## src/rtl/nes_ppu_pkg.sv

```systemverilog
// Shared types and widths for the background tile fetch path.
package nes_ppu_pkg;

  localparam int NT_AW = 11;
  localparam int AT_AW = 7;
  localparam int PT_AW = 13;

  localparam logic [4:0] MAX_ROW = 5'd29;

  typedef enum logic [2:0] {
    IDLE = 3'd0,
    NT   = 3'd1,
    AT   = 3'd2,
    PLO  = 3'd3,
    PHI  = 3'd4,
    DONE = 3'd5
  } fetch_state_t;

endpackage

```

## src/rtl/nes_bg_tile_fetch_ctrl_if.sv

```systemverilog
// ROM bus between the tile fetch controller (master) and the background ROM set (slave).
interface nes_bg_tile_fetch_ctrl_if;
  import nes_ppu_pkg::*;

  logic [NT_AW-1:0] nt_addr;
  logic [7:0]       nt_data;
  logic [AT_AW-1:0] at_addr;
  logic [7:0]       at_data;
  logic [PT_AW-1:0] pt_addr;
  logic [7:0]       pt_data;

  modport master (
    output nt_addr, at_addr, pt_addr,
    input  nt_data, at_data, pt_data
  );

  modport slave (
    input  nt_addr, at_addr, pt_addr,
    output nt_data, at_data, pt_data
  );

endinterface

```

## src/rtl/nes_attr_quadrant_sel.sv

```systemverilog
// Picks the 2-bit palette for one 16x16 quadrant out of an attribute byte.
module nes_attr_quadrant_sel (
  input  logic [7:0] at_byte,
  input  logic       row1,
  input  logic       col1,
  output logic [1:0] pal
);

  always_comb begin
    pal = at_byte[1:0];
    case ({row1, col1})
      2'b00: pal = at_byte[1:0];
      2'b01: pal = at_byte[3:2];
      2'b10: pal = at_byte[5:4];
      2'b11: pal = at_byte[7:6];
      default: pal = at_byte[1:0];
    endcase
  end

endmodule

```

## src/rtl/nes_bg_tile_fetch_ctrl.sv

```systemverilog
// Walks name table, attribute and both pattern planes for one tile and
// presents the assembled record with a single-cycle done pulse.
module nes_bg_tile_fetch_ctrl
  import nes_ppu_pkg::*;
(
  input  logic                            clk,
  input  logic                            rst,
  input  logic                            start,
  input  logic                            nt_sel,
  input  logic                            pt_sel,
  input  logic [4:0]                      tile_col,
  input  logic [4:0]                      tile_row,
  input  logic [2:0]                      fine_y,
  nes_bg_tile_fetch_ctrl_if.master        rom,
  output logic                            busy,
  output logic                            done,
  output logic [7:0]                      tile_idx,
  output logic [1:0]                      tile_pal,
  output logic [7:0]                      tile_pat_lo,
  output logic [7:0]                      tile_pat_hi,
  output logic                            oor
);

  fetch_state_t state_reg, state_next;

  logic       nt_sel_reg;
  logic       pt_sel_reg;
  logic [4:0] col_reg;
  logic [4:0] row_reg;
  logic [2:0] fy_reg;
  logic       oor_reg;
  logic [7:0] idx_reg;
  logic [1:0] pal_reg;
  logic [7:0] lo_reg;
  logic [7:0] hi_reg;

  logic             accept;
  logic [1:0]       pal_next;
  logic [NT_AW-1:0] nt_addr_next;
  logic [AT_AW-1:0] at_addr_next;
  logic [PT_AW-1:0] pt_addr_next;

  assign accept = (state_reg == IDLE) && start;

  nes_attr_quadrant_sel u_quad (
    .at_byte (rom.at_data),
    .row1    (row_reg[1]),
    .col1    (col_reg[1]),
    .pal     (pal_next)
  );

  always_comb begin
    state_next   = state_reg;
    nt_addr_next = '0;
    at_addr_next = '0;
    pt_addr_next = '0;
    case (state_reg)
      IDLE: if (start) state_next = NT;
      NT: begin
        nt_addr_next = {nt_sel_reg, row_reg, col_reg};
        state_next   = AT;
      end
      AT: begin
        at_addr_next = {nt_sel_reg, row_reg[4:2], col_reg[4:2]};
        state_next   = PLO;
      end
      PLO: begin
        pt_addr_next = {pt_sel_reg, idx_reg, 1'b0, fy_reg};
        state_next   = PHI;
      end
      PHI: begin
        pt_addr_next = {pt_sel_reg, idx_reg, 1'b1, fy_reg};
        state_next   = DONE;
      end
      DONE: state_next = IDLE;
      default: state_next = IDLE;
    endcase
  end

  always_ff @(posedge clk) begin
    if (rst) begin
      state_reg  <= IDLE;
      nt_sel_reg <= 1'b0;
      pt_sel_reg <= 1'b0;
      col_reg    <= '0;
      row_reg    <= '0;
      fy_reg     <= '0;
      oor_reg    <= 1'b0;
      idx_reg    <= '0;
      pal_reg    <= '0;
      lo_reg     <= '0;
      hi_reg     <= '0;
    end else begin
      state_reg <= state_next;
      if (accept) begin
        nt_sel_reg <= nt_sel;
        pt_sel_reg <= pt_sel;
        col_reg    <= tile_col;
        row_reg    <= tile_row;
        fy_reg     <= fine_y;
        oor_reg    <= (tile_row > MAX_ROW);
      end
      // Out-of-range requests keep the ROM walk but record zeros instead of data.
      case (state_reg)
        NT:  idx_reg <= oor_reg ? 8'h00 : rom.nt_data;
        AT:  pal_reg <= oor_reg ? 2'b00 : pal_next;
        PLO: lo_reg  <= oor_reg ? 8'h00 : rom.pt_data;
        PHI: hi_reg  <= oor_reg ? 8'h00 : rom.pt_data;
        default: ;
      endcase
    end
  end

  assign rom.nt_addr = nt_addr_next;
  assign rom.at_addr = at_addr_next;
  assign rom.pt_addr = pt_addr_next;

  assign busy        = (state_reg != IDLE);
  assign done        = (state_reg == DONE);
  assign tile_idx    = idx_reg;
  assign tile_pal    = pal_reg;
  assign tile_pat_lo = lo_reg;
  assign tile_pat_hi = hi_reg;
  assign oor         = oor_reg;

endmodule

```

## src/flat_wrapper.sv

```systemverilog
// flat-port wrapper written by rule: the top's interface ports become plain ports
module nes_bg_tile_fetch_ctrl_flat import nes_ppu_pkg::*;
  (clk, rst, start, nt_sel, pt_sel, tile_col, tile_row, fine_y, busy, done, tile_idx, tile_pal, tile_pat_lo, tile_pat_hi, oor, rom_nt_addr, rom_at_addr, rom_pt_addr, rom_nt_data, rom_at_data, rom_pt_data);
  nes_bg_tile_fetch_ctrl_if rom_i ();
  input  logic clk;
  input  logic rst;
  input  logic start;
  input  logic nt_sel;
  input  logic pt_sel;
  input  logic [4:0] tile_col;
  input  logic [4:0] tile_row;
  input  logic [2:0] fine_y;
  output logic busy;
  output logic done;
  output logic [7:0] tile_idx;
  output logic [1:0] tile_pal;
  output logic [7:0] tile_pat_lo;
  output logic [7:0] tile_pat_hi;
  output logic oor;
  output wire logic [$bits(rom_i.nt_addr)-1:0] rom_nt_addr;
  output wire logic [$bits(rom_i.at_addr)-1:0] rom_at_addr;
  output wire logic [$bits(rom_i.pt_addr)-1:0] rom_pt_addr;
  input wire logic [$bits(rom_i.nt_data)-1:0] rom_nt_data;
  input wire logic [$bits(rom_i.at_data)-1:0] rom_at_data;
  input wire logic [$bits(rom_i.pt_data)-1:0] rom_pt_data;
  assign rom_nt_addr = rom_i.nt_addr;
  assign rom_at_addr = rom_i.at_addr;
  assign rom_pt_addr = rom_i.pt_addr;
  assign rom_i.nt_data = rom_nt_data;
  assign rom_i.at_data = rom_at_data;
  assign rom_i.pt_data = rom_pt_data;
  nes_bg_tile_fetch_ctrl u_core (.clk(clk), .rst(rst), .start(start), .nt_sel(nt_sel), .pt_sel(pt_sel), .tile_col(tile_col), .tile_row(tile_row), .fine_y(fine_y), .rom(rom_i), .busy(busy), .done(done), .tile_idx(tile_idx), .tile_pal(tile_pal), .tile_pat_lo(tile_pat_lo), .tile_pat_hi(tile_pat_hi), .oor(oor));
endmodule
```

## config.mk

```make
export PLATFORM = sky130hd
export DESIGN_NAME = nes_bg_tile_fetch_ctrl_flat
export DESIGN_NICKNAME = d
export VERILOG_FILES = /design/src/rtl/nes_ppu_pkg.sv /design/src/rtl/nes_bg_tile_fetch_ctrl_if.sv /design/src/rtl/nes_attr_quadrant_sel.sv /design/src/rtl/nes_bg_tile_fetch_ctrl.sv /design/src/flat_wrapper.sv
export SDC_FILE = /design/constraint.sdc
export NUM_CORES = 1
export LEC_CHECK = 0
export ABC_CLOCK_PERIOD_IN_PS = 1800
export BUFFER_PORTS_ARGS = -buffer_cell sky130_fd_sc_hd__clkbuf_2
export CORE_MARGIN = 2
export CORE_UTILIZATION = 45
export CTS_CLUSTER_DIAMETER = 80
export DETAILED_ROUTE_END_ITERATION = 8
export PLACE_DENSITY = 0.84
export SLEW_MARGIN = 0
export SYNTH_ARGS = -nofsm -noshare
export SYNTH_HDL_FRONTEND = slang
export SYNTH_SLANG_ARGS = --single-unit
```

## constraint.sdc

```tcl
create_clock -name clk -period 1.8 [get_ports clk]
set_clock_uncertainty 0.05 [all_clocks]
set_input_delay 0.36 -clock clk [delete_from_list [all_inputs] [get_ports clk]]
set_output_delay 0.36 -clock clk [all_outputs]
set_load 0.1 [all_outputs]
```

==> impl_results.md, run 1 <==
* Number of global-route vias before repair at roughly 2000
* Post-Synthesis Cells at roughly 250
* Number of diodes at 0
* Synth area leaders: dfxtp_1 45%, nand2_1 14%, a21oi_1 10%, and2_1 9.4%, nand3b_1 3.0%
* First-pass GRT wire length at 9.183 mm
* Worst slew pin tran at between 0.5 and 0.6 ns
* Post-Syn Area at approximately 2000 um2
* Layout cells sized above 1 at between 40 and 50%
* Most frequent cells in the layout: 72 x nand2_1, 67 x clkbuf_2, 41 x a21oi_1
* Die height at between 70 and 80 um
* Number of enable flip-flop cells after synthesis at 0
* Hold WS at ~0.24 ns
* Slew HR at 63.58%
* Placed Cells at slightly below 400
* Leakage power at about 1.5 nW
* DRC viols at 0
* Top FF cell, synth: dfxtp_1
* Total chip power at approximately 0.0027 W
* Peak VDD IR at 0.0004758 V
* Data arrival, critical path at roughly 1.5 ns
* Post-synth ARST share at 0%
* Slew Viols, Final at 0
* Crit-path max FO at 12
* Root Driver: clkbuf_8
* Post-DP HPWL at 4.150 mm
* Non-filler instance count after layout at approximately 400
* CTS tree: built
* Fmax at slightly above 500 MHz
* FP Rows at 24
* Crit share post-route at 107.1%
* I/O pin cnt at around 100
* Final non-filler cell area at 3369 um2
* Pwr dens at 791.1 nW/um2
* Synth top area share at 44.89%
* Post-route ant nets at 0
* Core Footprint at ~4300 um2
* # setup viols final at 32
* Status: finished with violations
* Syn_nets at around 290
* Vias at ~2000
* Final hold violation count at 0
* CP Launch Type: flop
* Pre-antenna DRT Iters at 4
* DP Area at roughly 3200 um2
* Critical path required time at around 1.4 ns
* Ys Warns at 0
* Nets at 394
* Fillers at about 280
* Avg Cell Area, Syn at 8.158 um2
* Max-Cap Viols at 0
* GP Congestion at 0.8060
* Initial Utilization at 46.41%
* Distinct cell type count after synthesis at 29
* # port buffers at 101
* Area Growth Syn to Fin at 67.89%
* Vias per inst at 5.052
* Largest net degree at the start of global routing at 18
* Seq cells post-synth at 45
* Commonest non-fill, non-tap cell in the layout: nand2_1
* CTS H-tree depth at 2
* Cell taking the most area after synthesis: dfxtp_1
* Register area share after synthesis at between 40% and 50%
* Crit end category: output pin
* Clock Latency Late Sink at ~0.29 ns
* WS Path Type: flop to output pin
* Clk slew on worst S/H paths at 0.08 ns
* Clock buffer depth at 2
* Drt first-iter violations at 73
* Total global routing overflow at 0
* # clock sinks at 45
* RSZ-0062 raised after global routing: true
* Die width at roughly 71 um
* CTS buffer count at 5
* Fin worst setup slack at -0.1276 ns
* Final WL at 5.579 mm
* Full die area at 5010 um2
* Antenna violations before repair at 0
* Hold Crit Class: input port to flop
* Period minus WS final at ~1.9 ns
* Final core occ at roughly 78%
* Failing checks: negative setup slack
* WL per Instance at 13.81 um
* Gr usage total at 22.74%
path summary, 6_finish.rpt:
path / endpoint / from / cells past startpoint / slack (ns)
setup / recovery: rom_pt_addr[0] / u_core.state_reg[1] / 4 / -0.13
hold / removal: u_core.fy_reg[2] / fine_y[2] / 3 / 0.24
setup reg to reg: u_core.oor / u_core.state_reg[2] / 6 / 0.11
hold reg to reg: u_core.tile_pat_hi[2] / u_core.tile_pat_hi[2] / 2 / 0.41
worst max-delay path, stage by stage, from the launching register on:
cell	delay, ns
dfxtp_2	0.34
or3b_4	0.44
nand2_8	0.12
and2_4	0.17
buf_12	0.17
power breakdown:
| part | internal (W) | switching [W] |
|---|---|---|
| Sequential | 0.00106 | 0.0000445 |
| Combinational | 0.000282 | 0.000558 |
| Clock | 0.000403 | 0.000319 |
logic make-up after synthesis:
logic type | count (synthesis) | synth area share (%)
muxes | 2 | 2.244
buffers and inverters | 18 | 4.738
and+or+nand+nor | 136 | 36.29
xor gates and xnor gates | 1 | 0.4365
AOI/OAI and AO/OA | 44 | 11.41
DFF | 45 | 44.89
per-stage QoR:
step                setup WS (ns)  TNS [ns]
floorplan                 -0.1385   -0.7187
global placement           0.1074         0
detailed placement        0.06813         0
CTS                       -0.1305    -3.536
global route              -0.1841    -5.370
finish                    -0.1276    -3.393
synth_stat cells, drive strengths merged (2+ instances only):
library cell / instances
nor2: 2
a22oi: 2
nor3b: 2
buf: 9
nand2: 73
mux4: 2
or3b: 3
nor4b: 2
a21oi: 41
clkbuf: 8
nand3b: 9
and3b: 2
and2: 30
nor3: 2
nor2b: 8
dfxtp: 45
per-layer routing:
metal / vias to the layer above / track usage [%] / part of all wire, %
li1: 1016 / - / -
met1: 951 / 26.18 / 39
met2: 63 / 40.19 / 53
met3: 11 / 6.695 / 6.3
met4: 0 / 7.757 / 1.8
met5: - / 0 / 0
timing repair:
action                     4_1_cts  5_1_grt
setup endpoints to repair       32       32
gates resized for setup         18        1
pin swaps                        1        3
hold buffers                     0        0
buffers inserted                 1        1
cell type report:
cell class | count | area, um2 | share of cell area [%]
Tap cell | 52 | 65.06 | 1.931
Clock buffer | 5 | 68.82 | 2.042
Sequential cell | 45 | 913.4 | 27.11
Clock inverter | 2 | 35.03 | 1.040
Inverter | 1 | 8.758 | 0.2599
Timing Repair Buffer | 116 | 1165 | 34.57
Multi-Input combinational cell | 183 | 1114 | 33.05
(Power assumes the default switching activity.)
==> run 2: changes to the inputs <==
REMOVE_ABC_BUFFERS = 1   (was unset)
==> impl_results.md, run 2 (synthesis results as in run 1) <==
* Status: finished with violations
* Failing checks: negative setup slack
* Slew HR at 63.87%
* Fmax at 518.2 MHz
* Total global routing overflow at 0
* Area Growth Syn to Fin at 71.07%
* Root Driver: clkbuf_8
* Initial Utilization at approximately 46%
* Final core occ at around four fifths
* Antenna violations before repair at 0
* Post-DP HPWL at around 4.2 mm
* Die height at approximately 71 um
* Pre-antenna DRT Iters at 4
* Pwr dens at ~760 nW/um2
* Crit end category: output pin
* CTS H-tree depth at 2
* # clock sinks at between 40 and 50
* Max-Cap Viols at 0
* Fin worst setup slack at -0.1297 ns
* Slew Viols, Final at 0
* First-pass GRT wire length at 9.929 mm
* Most frequent cells in the layout: 72 x nand2_1, 67 x clkbuf_2, 42 x dfxtp_1
* Clk slew on worst S/H paths at around 0.07 ns
* Number of global-route vias before repair at 2088
* Largest net degree at the start of global routing at 18
* I/O pin cnt at 102
* CTS tree: built
* # setup viols final at 32
* Non-filler instance count after layout at 411
* Gr usage total at around 25%
* Leakage power at between 1 and 1.5 nW
* Final hold violation count at 0
* Hold_buf cts at 0
* Vias at 2107
* FP Rows at 24
* Fillers at ~290
* Post-route ant nets at 0
* Number of diodes at 0
* RSZ-0062 raised after global routing: true
* Critical path required time at around 1.4 ns
* Core Footprint at about 4300 um2
* Vias per inst at just over 5
* Worst slew pin tran at about 0.54 ns
* Area of the multi-input gates at between 1000 and 1500 um2
* CTS buffer count at 5
* Data arrival, critical path at around 1.5 ns
* Drt first-iter violations at 96
* Final WL at 6.033 mm
* WS Path Type: flop to output pin
* Crit-path max FO at 6
* Period minus WS final at 1.930 ns
* Full die area at roughly 5000 um2
* Die width at about 71 um
* Clock Latency Late Sink at roughly 0.29 ns
* Nets at about 400
* Layout cells sized above 1 at about 48%
* Crit share post-route at 107.2%
* # port buffers at roughly 100
* Placed Cells at between 300 and 400
* Total chip power at 0.002599 W
* GP Congestion at about 0.83
* WL per Instance at ~15 um
* CP Launch Type: flop
* FF/Latch Area at ~900 um2
* DRC viols at 0
* Peak VDD IR at 0.0004222 V
* Hold Crit Class: input port to flop
* Clock buffer depth at 2
* Commonest non-fill, non-tap cell in the layout: nand2_1
[run 2: changes by cell type in the layout (fill, tap and decap cells not counted), sizes merged]
| cell | delta |
|---|---|
| nand2 | +1 |
| clkinv | -1 |
| clkbuf | +2 |
| buf | +6 |
| bufinv | -1 |
[run 2: report_power, final]
| part | total [W] | switching [W] | internal, W |
|---|---|---|---|
| Sequential | 0.00111 | 0.0000495 | 0.00106 |
| Combinational | 0.000877 | 0.000568 | 0.000309 |
| Clock | 0.000615 | 0.000310 | 0.000305 |
[run 2: what timing repair did]
action	4_1_cts	5_1_grt
resized for setup	46	5
cloned	1	0
setup endpoints to repair	32	36
pin swaps	16	4
buffers inserted	7	0
[run 2: stage by stage]
| step | TNS [ns] | cell area (um2) | setup WS [ns] | hold slack [ns] |
|---|---|---|---|---|
| finish | -2.974 | 3433 | -0.1297 | 0.2331 |
| CTS | -3.113 | 3417 | -0.1334 | 0.2299 |
| global placement | 0 | 3128 | 0.05041 | 0.3917 |
| global route | -4.430 | 3433 | -0.1641 | 0.2304 |
| detailed placement | 0 | 3128 | 0.01188 | 0.3995 |
| floorplan | -15.98 | 1917 | -0.6867 | 0.3757 |
[run 2: final timing paths]
path | startpoint | end | slack [ns] | depth (start not counted)
setup reg to reg | u_core.state_reg[1] | u_core.col_reg[0] | 0.08 | 7
setup / recovery | u_core.state_reg[0] | rom_pt_addr[12] | -0.13 | 4
hold reg to reg | u_core.tile_pat_hi[4] | u_core.tile_pat_hi[4] | 0.41 | 2
hold / removal | fine_y[1] | u_core.fy_reg[1] | 0.23 | 3
[run 2: area by class of cell]
| class | count | area share [%] |
|---|---|---|
| clock buffers | 7 | 2.515 |
| inverters | 1 | 0.4738 |
| multi-input cells | 184 | 32.98 |
| flip-flops and latches | 45 | 26.35 |
| well taps | 52 | 1.895 |
| repair buffers | 122 | 35.79 |
[run 2: routing by layer]
layer	track usage [%]	routed length (um)	vias up
met2	43.61	3135	77
li1	-	-	1031
met4	4.403	27	0
met1	28.33	2358	995
met3	9.544	511	4
met5	0	0	-
[run 2: critical path, cell delays in order (launching register included)]
cell     delay, ns
dfxtp_2       0.33
or3b_4        0.45
nand2_4       0.12
and2_4        0.16
buf_12        0.17
